### config.mk
export PLATFORM = sky130hd
export DESIGN_NAME = vec_reduce_unit
export DESIGN_NICKNAME = d
export VERILOG_FILES = /design/src/rtl/vec_reduce_unit.sv
export SDC_FILE = /design/constraint.sdc
export NUM_CORES = 1
export LEC_CHECK = 0
export CORE_MARGIN = 4
export CORE_UTILIZATION = 35
export DETAILED_ROUTE_END_ITERATION = 6
export PLACE_DENSITY = 0.66
export SLEW_MARGIN = 30
export SYNTH_ARGS = -nofsm -noshare
export SYNTH_HDL_FRONTEND = slang
export SYNTH_SLANG_ARGS = --single-unit
### constraint.sdc
create_clock -name clk -period 7.65 [get_ports clk]
set_clock_uncertainty 0.15 [all_clocks]
set_input_delay 1.9125 -clock clk [delete_from_list [all_inputs] [get_ports clk]]
set_output_delay 1.9125 -clock clk [all_outputs]
set_load 0.005 [all_outputs]
### src/rtl/vec_reduce_unit.sv
// vec_reduce_unit: folds one NUM_ELEMS-lane vector into a scalar (SUM / signed MAX / signed MIN / OR).
// Latency: OutValid is first high NUM_ELEMS-1 edges after the accepting edge; one lane per clock.
// Backpressure: InReady is high only in IDLE; the result is held in DONE until OutReady, for as long as needed.
//
// Ports:
//   clk, rst_n          clock, async active-low reset
//   InValid/InReady     vector input handshake; InVec carries the lanes, RedOp selects the fold
//   OutValid/OutReady   scalar output handshake; OutResult is the scalar, OutZero flags a zero result
//   Busy                high while a vector is being folded or its result is waiting
module vec_reduce_unit #(
   parameter int NUM_ELEMS  = 8,
   parameter int ELEM_WIDTH = 32,
   parameter int REG_WIDTH  = 256
) (
   input  logic                  clk,
   input  logic                  rst_n,
   input  logic                  InValid,
   output logic                  InReady,
   input  logic [REG_WIDTH-1:0]  InVec,
   input  logic [1:0]            RedOp,
   output logic                  OutValid,
   input  logic                  OutReady,
   output logic [ELEM_WIDTH-1:0] OutResult,
   output logic                  OutZero,
   output logic                  Busy
);

   localparam int               IDX_W     = (NUM_ELEMS > 1) ? $clog2(NUM_ELEMS) : 1;
   localparam logic [IDX_W-1:0] LAST_IDX  = IDX_W'(NUM_ELEMS - 1);
   localparam logic [IDX_W-1:0] FIRST_IDX = IDX_W'((NUM_ELEMS > 1) ? 1 : 0);

   localparam logic [1:0] OP_SUM = 2'b00;
   localparam logic [1:0] OP_MAX = 2'b01;
   localparam logic [1:0] OP_MIN = 2'b10;

   typedef enum logic [1:0] {
      ST_IDLE  = 2'd0,
      ST_ACCUM = 2'd1,
      ST_DONE  = 2'd2
   } state_t;

   state_t                state;
   logic [REG_WIDTH-1:0]  vec_q;
   logic [1:0]            op_q;
   logic [IDX_W-1:0]      idx;
   logic [ELEM_WIDTH-1:0] acc;

   logic                  in_ready_q;
   logic                  out_valid_q;
   logic                  busy_q;
   logic [ELEM_WIDTH-1:0] out_result_q;
   logic                  out_zero_q;

   logic [ELEM_WIDTH-1:0] lane_arr [NUM_ELEMS];
   logic [ELEM_WIDTH-1:0] lane_cur;
   logic [ELEM_WIDTH-1:0] acc_next;
   logic [ELEM_WIDTH-1:0] lane0_in;

   // Lanes are read from the captured copy so upstream may change InVec after acceptance.
   for (genvar g = 0; g < NUM_ELEMS; g++) begin : g_lane
      assign lane_arr[g] = vec_q[g*ELEM_WIDTH +: ELEM_WIDTH];
   end

   assign lane0_in = InVec[ELEM_WIDTH-1:0];

   always_comb begin
      lane_cur = lane_arr[idx];
      acc_next = acc;
      case (op_q)
         OP_SUM:  acc_next = acc + lane_cur;  // carry-out dropped: modulo 2^ELEM_WIDTH
         OP_MAX:  acc_next = ($signed(lane_cur) > $signed(acc)) ? lane_cur : acc;
         OP_MIN:  acc_next = ($signed(lane_cur) < $signed(acc)) ? lane_cur : acc;
         default: acc_next = acc | lane_cur;
      endcase
   end

   // Every output is its own flop, so OutReady never reaches InReady combinationally.
   always_ff @(posedge clk or negedge rst_n) begin
      if (!rst_n) begin
         state        <= ST_IDLE;
         vec_q        <= '0;
         op_q         <= '0;
         idx          <= '0;
         acc          <= '0;
         in_ready_q   <= 1'b1;
         out_valid_q  <= 1'b0;
         busy_q       <= 1'b0;
         out_result_q <= '0;
         out_zero_q   <= 1'b0;
      end else begin
         case (state)
            ST_IDLE: begin
               if (InValid && in_ready_q) begin
                  vec_q      <= InVec;
                  op_q       <= RedOp;
                  acc        <= lane0_in;
                  idx        <= FIRST_IDX;
                  in_ready_q <= 1'b0;
                  busy_q     <= 1'b1;
                  if (NUM_ELEMS == 1) begin
                     state        <= ST_DONE;
                     out_valid_q  <= 1'b1;
                     out_result_q <= lane0_in;
                     out_zero_q   <= (lane0_in == '0);
                  end else begin
                     state <= ST_ACCUM;
                  end
               end
            end
            ST_ACCUM: begin
               acc <= acc_next;
               if (idx == LAST_IDX) begin
                  // Result registers load from the fold of the final lane on this same edge.
                  state        <= ST_DONE;
                  out_valid_q  <= 1'b1;
                  out_result_q <= acc_next;
                  out_zero_q   <= (acc_next == '0);
               end else begin
                  idx <= idx + 1'b1;
               end
            end
            ST_DONE: begin
               if (OutReady) begin
                  // OutResult deliberately keeps its value after the handshake.
                  state       <= ST_IDLE;
                  idx         <= '0;
                  in_ready_q  <= 1'b1;
                  out_valid_q <= 1'b0;
                  out_zero_q  <= 1'b0;
                  busy_q      <= 1'b0;
               end
            end
            default: begin
               state       <= ST_IDLE;
               idx         <= '0;
               in_ready_q  <= 1'b1;
               out_valid_q <= 1'b0;
               out_zero_q  <= 1'b0;
               busy_q      <= 1'b0;
            end
         endcase
      end
   end

   assign InReady   = in_ready_q;
   assign OutValid  = out_valid_q;
   assign Busy      = busy_q;
   assign OutResult = out_result_q;
   assign OutZero   = out_zero_q;

endmodule

**Word-level counts from Yosys, hierarchy flattened**

Index checks and enable logic that the tools add are counted.

- Bits in registers: 331
- Output and inout port bits: 36
- Logic and storage cells: 66

- Add/sub/neg operators: 2
- Magnitude comparators: 3
- Equality and inequality tests: 9
- Muxes and demuxes: 26
- Bitwise gates (word level): 4
- Reduce and logical (&&, ||, !) cells: 12

Operators with widths:

| kind | count |
|---|---|
| 2-to-1 mux 32 bit | 5 |
| binary-select mux 32 bit (select 3 bit) | 1 |
| case mux 32 bit (3 select lines) | 1 |
| case mux 32 bit (2 select lines) | 1 |
| adder 32 bit | 1 |
| greater-than comparator 32 bit | 1 |
| zero test 32 bit | 1 |
| less-than comparator 32 bit | 1 |
| OR 32 bit | 1 |
| case mux 1 bit (3 select lines) | 4 |
| AND reduction 3 bit | 4 |
| 2-to-1 mux 3 bit | 3 |
| case mux 3 bit (3 select lines) | 1 |
| != test 2 bit (second input constant) | 4 |
| 2-to-1 mux 1 bit | 6 |
| 2-to-1 mux 2 bit | 3 |
| case mux 2 bit (3 select lines) | 1 |
| AND reduction 2 bit | 3 |
| == test 2 x 1 -> 1 bit (second input constant) | 2 |
| == test 2 bit (second input constant) | 2 |
| greater-or-equal comparator 4 bit (second input constant) | 1 |
| zero test 2 bit | 2 |
| NOT 3 -> 4 bit | 1 |
| adder 3 x 1 -> 3 bit (second input constant) | 1 |
| 4 further kinds | 5 |

**Logic depth before layout (Yosys ltp)**

- Word-level depth: 10
- Depth in mapped cells: 22

**Worst setup path after synthesis**

OpenSTA, ideal clock, no wires.

- Kind: flip-flop to flip-flop
- From: register idx[0]
- To: register out_zero_q, in the netlist OutZero
- Library setup time: 0.066 ns
- Data arrival time: 4.931 ns
- Required time: 7.434 ns
- Slack: 2.503 ns
- Stages on the path, launching flop included: 21
- Path buffers: 5
- Period minus slack after synthesis: 5.147 ns
- Cells stage by stage: dfrtp_1 buf_2 buf_2 buf_4 mux4_2 mux2_2 ha_1 buf_4 nor4b_4 o211ai_2 nand3_1 a2111oi_4 xnor2_2 buf_2 nand3_1 a31o_2 a222oi_1 nand4_1 nor4b_1 nand4_1 nand2_1

- Cells in the longest elaborated chain, start to end: 10
- Elaborated cells between the ends (all ways): 17
- Those cells by class: 1 x add/sub; 2 x order compare; 2 x eq/ne; 8 x mux; 2 x bitwise; 2 x reduce/logical

RTL lines:

| what | line | text |
|---|---|---|
| start, declared | 45 | `logic [IDX_W-1:0] idx;` |
| start signal, assigned | 119 | `idx <= idx + 1'b1;` |
| NOT 3 -> 4 bit (implied by the code) | 67 | `lane_cur = lane_arr[idx];` |
| binary-select mux 32 bit (select 3 bit) | 67 |  |
| 2-to-1 mux 32 bit (implied by the code) (2 in series) | 67 |  |
| less-than comparator 32 bit / greater-than comparator 32 bit (equally long branches) | 72, 71 |  |
| 2-to-1 mux 32 bit (on tied branches) | 72, 71 |  |
| case mux 32 bit (3 select lines) | 69 | `case (op_q)` |
| zero test 32 bit | 117 | `out_zero_q <= (acc_next == '0);` |
| 2-to-1 mux 1 bit | 112 | `if (idx == LAST_IDX) begin` |
| case mux 1 bit (3 select lines) | 91 | `case (state)` |
| end signal, assigned | 104 | `out_zero_q <= (lane0_in == '0);` |
| end signal, assigned | 117 |  |
| end, declared | 52 | `logic out_zero_q;` |

Parallel ways exist; a longest one is shown, timed or not. The select of a mux whose other input is x is not followed.
A chain may end at the register's enable or synchronous reset.

**Worst setup path after layout**

Same ends and word-level chain as after synthesis.

==> reports/metrics.yaml <==
setup_tns_ps: 0
post_cts_resized: 0
instances_no_fill: 2627
final_antenna_net_count: 0
num-nets-final: 2262
synthToLayoutAreaGrowth_pct: 25.99
clk_pin_slew_ps: 60
dieArea_mm2: 0.05798
wl_met2_um: 30780
placeableCoreArea_mm2: 0.05371
finalMaxSlewViolations: 0
yosysMostFrequentCell: "dfrtp_1"
syn_nets: 2004
drcViolationCount: 0
drt_iter0_drc: 1316
initial_core_util: 0.3532
fmax_mhz: 156.0
highest_layer: "met5"
track_usage: 0.2178
vias: 14840
cts_root_buffer: "clkbuf_16"
outcome: "finished clean"
synth_top_area_cell: "dfrtp_1"
postCtsSetupRepairBufs: 0
min_period_over_period: 0.8378
dpl_cell_area_mm2: 0.02266
hold_viol: 0
synth_compound_area_frac: 0.1189
critPathMaxFanout: 33
die_h_um: 240.8
ys.flop_type: "dfrtp_1"
period_needed_ps: 6409
die_w_um: 240.8
syn_area_mm2: 0.01897
synth_warnings: 0
gp_congestion: 0.9369
htreeDepth: 2
cp-end-kind: "flip-flop"
worstPathRequired_ps: 7980
worstSetupStartpointType: "flip-flop"
tightest_slew_ps: 1025
fin_hold_ws_ps: 332.0
setup_viol: 0
synth_edf_count: 0
synthMuxAreaShare: 0.2496
rows: 85
drv_cap: 0
cts_tree: "done"
synth_common_cells: "330 x dfrtp_1, 279 x mux2_2, 108 x o21ai_0"
grt_pass1_vias: 15090
viasPerCell: 5.648
yosysSeqAreaShare: 0.4368
cts_sinks: 331
dp.cells: 2556
drt-wirelength-per-cell_um: 24.58
stdcell_area_mm2: 0.02390
totalWireLength_um: 64580
cts_buffers: 37
drive_gt1_frac: 0.2436
hp-class: "reg -> reg"
grt_pass1_wl_um: 95900
nFillCells: 4907
yosys_register_bits: 331
synthArstFlopShare: 1.000
route.met3.wl_um: 4601
slew-limit-headroom: 0.3143
gr-total-overflow: 0
cts_hold_buf: 0
synth_top_area_frac: 0.4354
synth_top_family_by_area: "multiplexers"
synth_xor_area_frac: 0.01240
arrival_ps: 6740
port_buffers: 297
worstSkewPairLatency_ps: 560
synth_cells: 1644
io_pins: 298
synth_top_cells_by_area: "dfrtp_1 44%, mux2_2 17%, mux4_2 7.6%, ha_1 6.4%, o21ai_0 2.8%"
grt_max_degree: 190
rsz0062_at_grt: "false"
avgSynthCellArea_um2: 11.54
grt_antenna_before_repair: 7
synthAdderAreaFrac: 0.06504
synth_cell_type_count: 86
first_pass_iters: 6
synth-simple-area-share: 0.07402
clock_path_buffers: 3
dp_hpwl_um: 47620
wl_met1_um: 27100
worstSetupPathType: "reg -> reg"
[state kept, by name, summed over array words and instances (netlist names)]
signal and cells:
vec_q 256, OutResult 32, acc 32, idx 3
op_q 2, state 2, Busy 1, InReady 1
OutValid 1, OutZero 1
[final timing paths]
kind	startpoint	endpoint	slack, ps	depth (start not counted)
min reg2reg	OutResult[11]	OutResult[11]	330	2
max reg2reg	idx[0]	OutZero	1240	16
min	OutResult[11]	OutResult[11]	330	2
max in group asynchronous	rst_n	idx[0]	5130	2
min in group asynchronous	rst_n	vec_q[245]	1090	1
max	idx[0]	OutZero	1240	16
[layer usage]
metal,global-route usage,vias to the layer above
met5,0,-
met4,0.06886,4
met3,0.04445,132
met2,0.3542,640
met1,0.2953,7489
li1,-,6572
[metrics by stage]
| stage | setup WS [ps] | util |
|---|---|---|
| 2_1_floorplan | 2503 | - |
| 3_3_place_gp | 921.4 | 0.4215 |
| 3_5_place_dp | 1294 | 0.4218 |
| 4_1_cts | 1254 | 0.4437 |
| 5_1_grt | 839.6 | 0.4449 |
| 6_report | 1241 | 0.4449 |
[critical path, stage by stage (launching register included)]
cell and delay [ps]:
dfrtp_4 870, buf_12 310, mux4_2 580, mux2i_1 450, ha_1 390, inv_2 80
a221oi_1 340, o21bai_1 160, o41ai_2 420, buf_4 380, nand2_2 410, nand4_1 220
nand4_1 110, o41ai_1 810, nor4bb_1 370, nand4_1 120, nand2_1 80
[layout by cell type, fill, tap and decap left out, drive strengths merged, types with 34 or more instances in the layout]
cell type and count:
clkdlybuf4s50 296, clkbuf 56, ha 97, a22oi 34
mux2 279, a21oi 55, inv 82, nor3 35
mux4 64, buf 41, nor2 48, dfrtp 330
o21ai 113, nand2 104
[area by class of cell]
class | instances | area, µm² | area share
repair buffers | 337 | 3361 | 0.1406
inverters | 82 | 307.8 | 0.01288
diodes | 2 | 5.005 | 0.0002094
well taps | 696 | 870.8 | 0.03644
flip-flops and latches | 331 | 8294 | 0.3471
multi-input cells | 1113 | 9884 | 0.4136
clock inverters | 10 | 86.33 | 0.003613
clock buffers | 56 | 1087 | 0.04550
[cells by family after synthesis]
group,after synthesis
AO/OA/AOI/OAI,344
flip-flops,331
adder cells (fa/ha/maj),98
AND/OR/NAND/NOR,287
XOR/XNOR,26
buffers and inverters,200
multiplexers,358
Power is left out: the tool's default activity adds up to more than one toggle a clock period on the data nets, which glitch-free logic cannot reach.
